File: src/rtl/tick_sched_pkg.sv
// Shared types and defaults for the tick scheduler: config FSM states and the
// default period/counter width.
package tick_sched_pkg;

  localparam int CNT_W = 30;

  typedef enum logic {
    IDLE    = 1'b0,
    PENDING = 1'b1
  } cfg_state_t;

  typedef logic [CNT_W-1:0] period_t;

endpackage

File: src/rtl/tick_channel.sv
// One programmable divider: period P, counter C, registered tick/sclk/active.
// A load replaces P and clears C; the wrap output tells the config FSM when a boundary occurs.
module tick_channel #(
  parameter int          CNT_W          = tick_sched_pkg::CNT_W,
  parameter int unsigned DEFAULT_PERIOD = 1
) (
  input  logic             clk,
  input  logic             reset,
  input  logic             enable,
  input  logic             load,
  input  logic [CNT_W-1:0] load_period,
  output logic             tick,
  output logic             sclk,
  output logic             active,
  output logic             wrap
);

  localparam logic [CNT_W-1:0] DEF_P = CNT_W'(DEFAULT_PERIOD);

  logic [CNT_W-1:0] p_q, p_d;
  logic [CNT_W-1:0] c_q, c_d;
  logic             tick_q, sclk_q, active_q;
  logic             advance;

  assign advance = enable && (p_q != '0);
  assign wrap    = advance && (c_q == p_q - 1'b1);

  // A load on a wrap cycle still lets the wrap tick under the old period.
  always_comb begin
    p_d = p_q;
    c_d = c_q;
    if (load) begin
      p_d = load_period;
      c_d = '0;
    end else if (advance) begin
      c_d = wrap ? '0 : c_q + 1'b1;
    end
  end

  always_ff @(posedge clk or posedge reset) begin
    if (reset) begin
      p_q      <= DEF_P;
      c_q      <= '0;
      tick_q   <= 1'b0;
      sclk_q   <= 1'b0;
      active_q <= (DEF_P != '0);
    end else begin
      p_q      <= p_d;
      c_q      <= c_d;
      tick_q   <= wrap;
      active_q <= (p_d != '0);
      if (wrap) begin
        sclk_q <= ~sclk_q;
      end
    end
  end

  assign tick   = tick_q;
  assign sclk   = sclk_q;
  assign active = active_q;

endmodule

File: src/rtl/tick_scheduler.sv
// NUM_CH independent clock-enable dividers with a single-outstanding config port;
// period changes land on the target channel's next period boundary.
module tick_scheduler
  import tick_sched_pkg::*;
#(
  parameter int          NUM_CH         = 2,
  parameter int          CNT_W          = tick_sched_pkg::CNT_W,
  parameter int unsigned DEFAULT_PERIOD = 1,
  localparam int         CH_W           = (NUM_CH > 1) ? $clog2(NUM_CH) : 1
) (
  input  logic              clk,
  input  logic              reset,
  input  logic              enable,
  input  logic              cfg_valid,
  output logic              cfg_ready,
  input  logic [CH_W-1:0]   cfg_ch,
  input  logic [CNT_W-1:0]  cfg_period,
  output logic [NUM_CH-1:0] tick,
  output logic [NUM_CH-1:0] sclk,
  output logic [NUM_CH-1:0] active,
  output cfg_state_t        dbg_state
);

  cfg_state_t        state_q;
  logic              ready_q;
  logic [CH_W-1:0]   ch_q;
  logic [CNT_W-1:0]  period_q;
  logic [NUM_CH-1:0] wrap;
  logic [NUM_CH-1:0] load;
  logic              ch_ok;
  logic              apply;

  assign ch_ok = {1'b0, cfg_ch} < (CH_W+1)'(NUM_CH);
  assign apply = (state_q == PENDING) &&
                 (wrap[ch_q] || !active[ch_q] || !enable);

  always_comb begin
    load = '0;
    if (apply) begin
      load[ch_q] = 1'b1;
    end
  end

  // Handshake: a request transfers on a rising edge where cfg_valid && cfg_ready;
  // cfg_ready then drops until the cycle after the period is applied.
  // Requests to a nonexistent channel transfer and are dropped without leaving IDLE.
  always_ff @(posedge clk or posedge reset) begin
    if (reset) begin
      state_q  <= IDLE;
      ready_q  <= 1'b1;
      ch_q     <= '0;
      period_q <= '0;
    end else begin
      case (state_q)
        IDLE: begin
          if (cfg_valid && ch_ok) begin
            ch_q     <= cfg_ch;
            period_q <= cfg_period;
            state_q  <= PENDING;
            ready_q  <= 1'b0;
          end
        end
        PENDING: begin
          if (apply) begin
            state_q <= IDLE;
            ready_q <= 1'b1;
          end
        end
        default: begin
          state_q <= IDLE;
          ready_q <= 1'b1;
        end
      endcase
    end
  end

  for (genvar i = 0; i < NUM_CH; i++) begin : g_ch
    tick_channel #(
      .CNT_W          (CNT_W),
      .DEFAULT_PERIOD (DEFAULT_PERIOD)
    ) u_ch (
      .clk         (clk),
      .reset       (reset),
      .enable      (enable),
      .load        (load[i]),
      .load_period (period_q),
      .tick        (tick[i]),
      .sclk        (sclk[i]),
      .active      (active[i]),
      .wrap        (wrap[i])
    );
  end

  assign cfg_ready = ready_q;
  assign dbg_state = state_q;

endmodule

File: config.mk
export PLATFORM = sky130hd
export DESIGN_NAME = tick_scheduler
export DESIGN_NICKNAME = d
export VERILOG_FILES = /design/src/rtl/tick_sched_pkg.sv /design/src/rtl/tick_channel.sv /design/src/rtl/tick_scheduler.sv
export SDC_FILE = /design/constraint.sdc
export NUM_CORES = 1
export LEC_CHECK = 0
export CORE_MARGIN = 10
export CORE_UTILIZATION = 50
export CTS_CLUSTER_DIAMETER = 60
export CTS_CLUSTER_SIZE = 20
export DETAILED_ROUTE_END_ITERATION = 10
export PLACE_DENSITY = 0.68
export SLEW_MARGIN = 15
export SYNTH_ARGS = -nofsm -noshare
export SYNTH_HDL_FRONTEND = slang
export SYNTH_SLANG_ARGS = --single-unit
export TNS_END_PERCENT = 30
File: constraint.sdc
create_clock -name clk -period 7.39 [get_ports clk]
set_clock_uncertainty 0.05 [all_clocks]
set_input_delay 1.8475 -clock clk [delete_from_list [all_inputs] [get_ports clk]]
set_output_delay 1.8475 -clock clk [all_outputs]
set_load 0.005 [all_outputs]
==> flow_metrics.env <==
export IMPL_outcome="finished clean"
export IMPL_clkTransAtPathRegs_ps=60
export IMPL_slew_violations=0
export IMPL_rows=49
export IMPL_crit_family="compound AO/OA/AOI/OAI gates"
export IMPL_cts_buffers=17
export IMPL_hold_path_end="g_ch[1].u_ch.sclk"
export IMPL_startpoint="enable"
export IMPL_hpwl_mm=15.8
export IMPL_die_x_um=155
export IMPL_syn_nets=964
export IMPL_crit_slowest_cell="a21oi_4"
export IMPL_grt_pass1_wl_mm=36.3
export IMPL_seq_area_frac_synth_pct=43.9
export IMPL_ys_flop_type="dfrtp_1"
export IMPL_cts_resized=0
export IMPL_r2r_end="g_ch[0].u_ch.p_q[2]"
export IMPL_total_power_mw=3.40
export IMPL_max_slew_worst_pin_slew_ps=1170
export IMPL_rrSetupSlack_ps=2390
export IMPL_critPathMaxFanout=36
export IMPL_holdCritStartpoint="g_ch[1].u_ch.sclk"
export IMPL_ant_nets=0
export IMPL_vias=6937
export IMPL_first_pass_iters=5
export IMPL_via_per_inst=5.85
export IMPL_ys_types=62
export IMPL_startpoint_type="primary input"
export IMPL_final_common_cell="dfrtp_1"
export IMPL_hp_class="reg2reg"
export IMPL_drt_iter0_markers=516
export IMPL_cp_arrival_ps=5540
export IMPL_holdPathStages=1
export IMPL_grt_max_degree=119
export IMPL_peakVddDrop_v=0.000201
export IMPL_synth_edf_count=0
export IMPL_h_tree_depth=4
export IMPL_cap_violations=0
export IMPL_hold_buffers=0
export IMPL_drc=0
export IMPL_clk_path_buf_depth=2
export IMPL_clock_tree_root_cell="clkbuf_16"
export IMPL_insertion_delay_ps=430
export IMPL_cpPeakStageDelay_ps=1010
export IMPL_rsz0062_at_grt="no"
export IMPL_portBuffers=42
export IMPL_fmax_mhz=190
export IMPL_place_gp_congestion=0.910
export IMPL_first_global_vias=6642
export IMPL_power_density_mw_per_mm2=333
export IMPL_required_ps=7660
export IMPL_finalSetupViolCount=0
export IMPL_end_kind="flop"
export IMPL_hold_viol_final=0
export IMPL_wl_per_cell_um=18.6
export IMPL_post_route_period_util_pct=71.4
export IMPL_ys_warn_count=0
export IMPL_tns_ps=0
export IMPL_cp_depth=8
export IMPL_initial_utilization_pct=50.7
export IMPL_antennaDiodeCount=0
export IMPL_drive_gt1_share_pct=12.6
export IMPL_period_minus_slack_ps=5270
export IMPL_grt_ovfl_total=0
export IMPL_r2r_start="g_ch[0].u_ch.p_q[3]"
export IMPL_fin_cells=1185
export IMPL_wirelength_mm=22.0
export IMPL_crit_buf_inv=2
export IMPL_synth_cells=923
export IMPL_cts_tree="done"
export IMPL_post_cts_buffers=0
export IMPL_grt_usage_pct=18.6
export IMPL_layout_common_cells="154 x dfrtp_1, 96 x nor2_1, 67 x mux2_2"
export IMPL_ys_ff_latch=159
export IMPL_grt_antenna_before_repair=0
export IMPL_clkSinkCount=159
export IMPL_hold_slack_ps=428
export IMPL_core_mm2=0.0179
export IMPL_dp_cells=1154
export IMPL_path_class="in2reg"
export IMPL_syn_area_per_cell_um2=9.84
export IMPL_slew_headroom_pct=21.7
export IMPL_fin_util_pct=57.0
export IMPL_die_y_um=155
export IMPL_fin_nets=985
export IMPL_cp_cell_sequence="clkdlybuf4s50_1 > inv_1 > a41o_1 > nor4_1 > nand4_1 > or4_1 > a21oi_4 > mux2_2"
export IMPL_reg2reg_depth=9
export IMPL_areaGrowthSynthToFinish_pct=12.3
export IMPL_async_flop_share_pct=100
export IMPL_synthesis_area_mm2=0.00908
export IMPL_die_area_mm2=0.0240
export IMPL_p_leak_nw=4.07
export IMPL_io_pins=43
cells in the mapped netlist (all sizes together) (5+ instances only):
| cell type | instances | area, um^2 |
|---|---|---|
| nand2b | 6 | 37.5 |
| nor2 | 97 | 364 |
| dfstp | 5 | 131 |
| nand4b | 5 | 43.8 |
| nor3 | 38 | 195 |
| ha | 6 | 75.1 |
| inv | 21 | 78.8 |
| nor4 | 34 | 213 |
| and3 | 10 | 62.6 |
| and4 | 8 | 70.1 |
| nand3b | 9 | 67.6 |
| a21oi | 19 | 110 |
| dfrtp | 154 | 3850 |
| mux2 | 91 | 1020 |
| o21ai | 18 | 93.8 |
| nor3b | 7 | 52.6 |
| clkbuf | 28 | 105 |
| mux2i | 7 | 70.1 |
| or4 | 9 | 67.6 |
| nand4 | 26 | 163 |
| nor2b | 5 | 31.3 |
| a31oi | 13 | 81.3 |
| or3 | 10 | 62.6 |
| xor2 | 66 | 578 |
| nand3 | 51 | 255 |
| xnor2 | 59 | 517 |
| nand2 | 62 | 233 |
| or2 | 6 | 37.5 |
| buf | 19 | 126 |
power by group:
part / switching (mW) / internal (mW) / leakage [nW]
registers: 0.419 / 1.12 / 2.00
logic: 0.480 / 0.520 / 1.80
clock network: 0.356 / 0.503 / 0.269
total: 1.26 / 2.14 / 4.07
cell families after synthesis:
kind of cell	Yosys count	share of synthesized area, %
muxes	98	12.1
xor gates and xnor gates	125	12.1
AOI/OAI and AO/OA	76	5.57
buffers and inverters	68	3.42
and+or+nand+nor	391	22.2
adders and majority gates	6	0.827
DFF	159	43.9
registers in the layout, summed over array words and instances (netlist names):
register          cells
period_q             30
ch_q                  1
g_ch.u_ch.tick        2
dbg_state             1
g_ch.u_ch.c_q        60
g_ch.u_ch.sclk        2
g_ch.u_ch.active      2
g_ch.u_ch.p_q        60
cfg_ready             1
worst max path at each step:
stage / end / slack [ps]
final: g_ch[0].u_ch.p_q[2] / 2120
after global routing: g_ch[0].u_ch.p_q[3] / 1940
after CTS: g_ch[0].u_ch.p_q[1] / 2180
after detailed placement: g_ch[0].u_ch.p_q[1] / 1720
after global placement: g_ch[0].u_ch.p_q[29] / 1810
after floorplan: ch_q / 1210
cell type report:
type | instances | area, um^2
inverter | 21 | 83.8
fill | 1596 | 7700
timing repair buffer | 49 | 473
sequential | 159 | 3990
tap | 229 | 287
multi-input combinational | 696 | 4810
clock buffer | 21 | 450
clock inverter | 10 | 115
per-stage QoR:
step	setup WS, ps	cell area [um^2]
CTS	2180	10200
finish	2120	10200
floorplan	1210	9080
global placement	1810	9640
detailed placement	1720	9640
global route	1940	10200
routing by layer:
metal	wire length, um	global-route usage (%)	vias up	part of all wire, %
met5	0	0	-	0
met4	274	5.40	0	1.2
met3	1130	4.02	25	5.2
met2	9730	27.5	198	44
met1	10900	26.7	3386	49
li1	-	-	3328	-
Note: power is estimated with default switching activity, not from simulation.
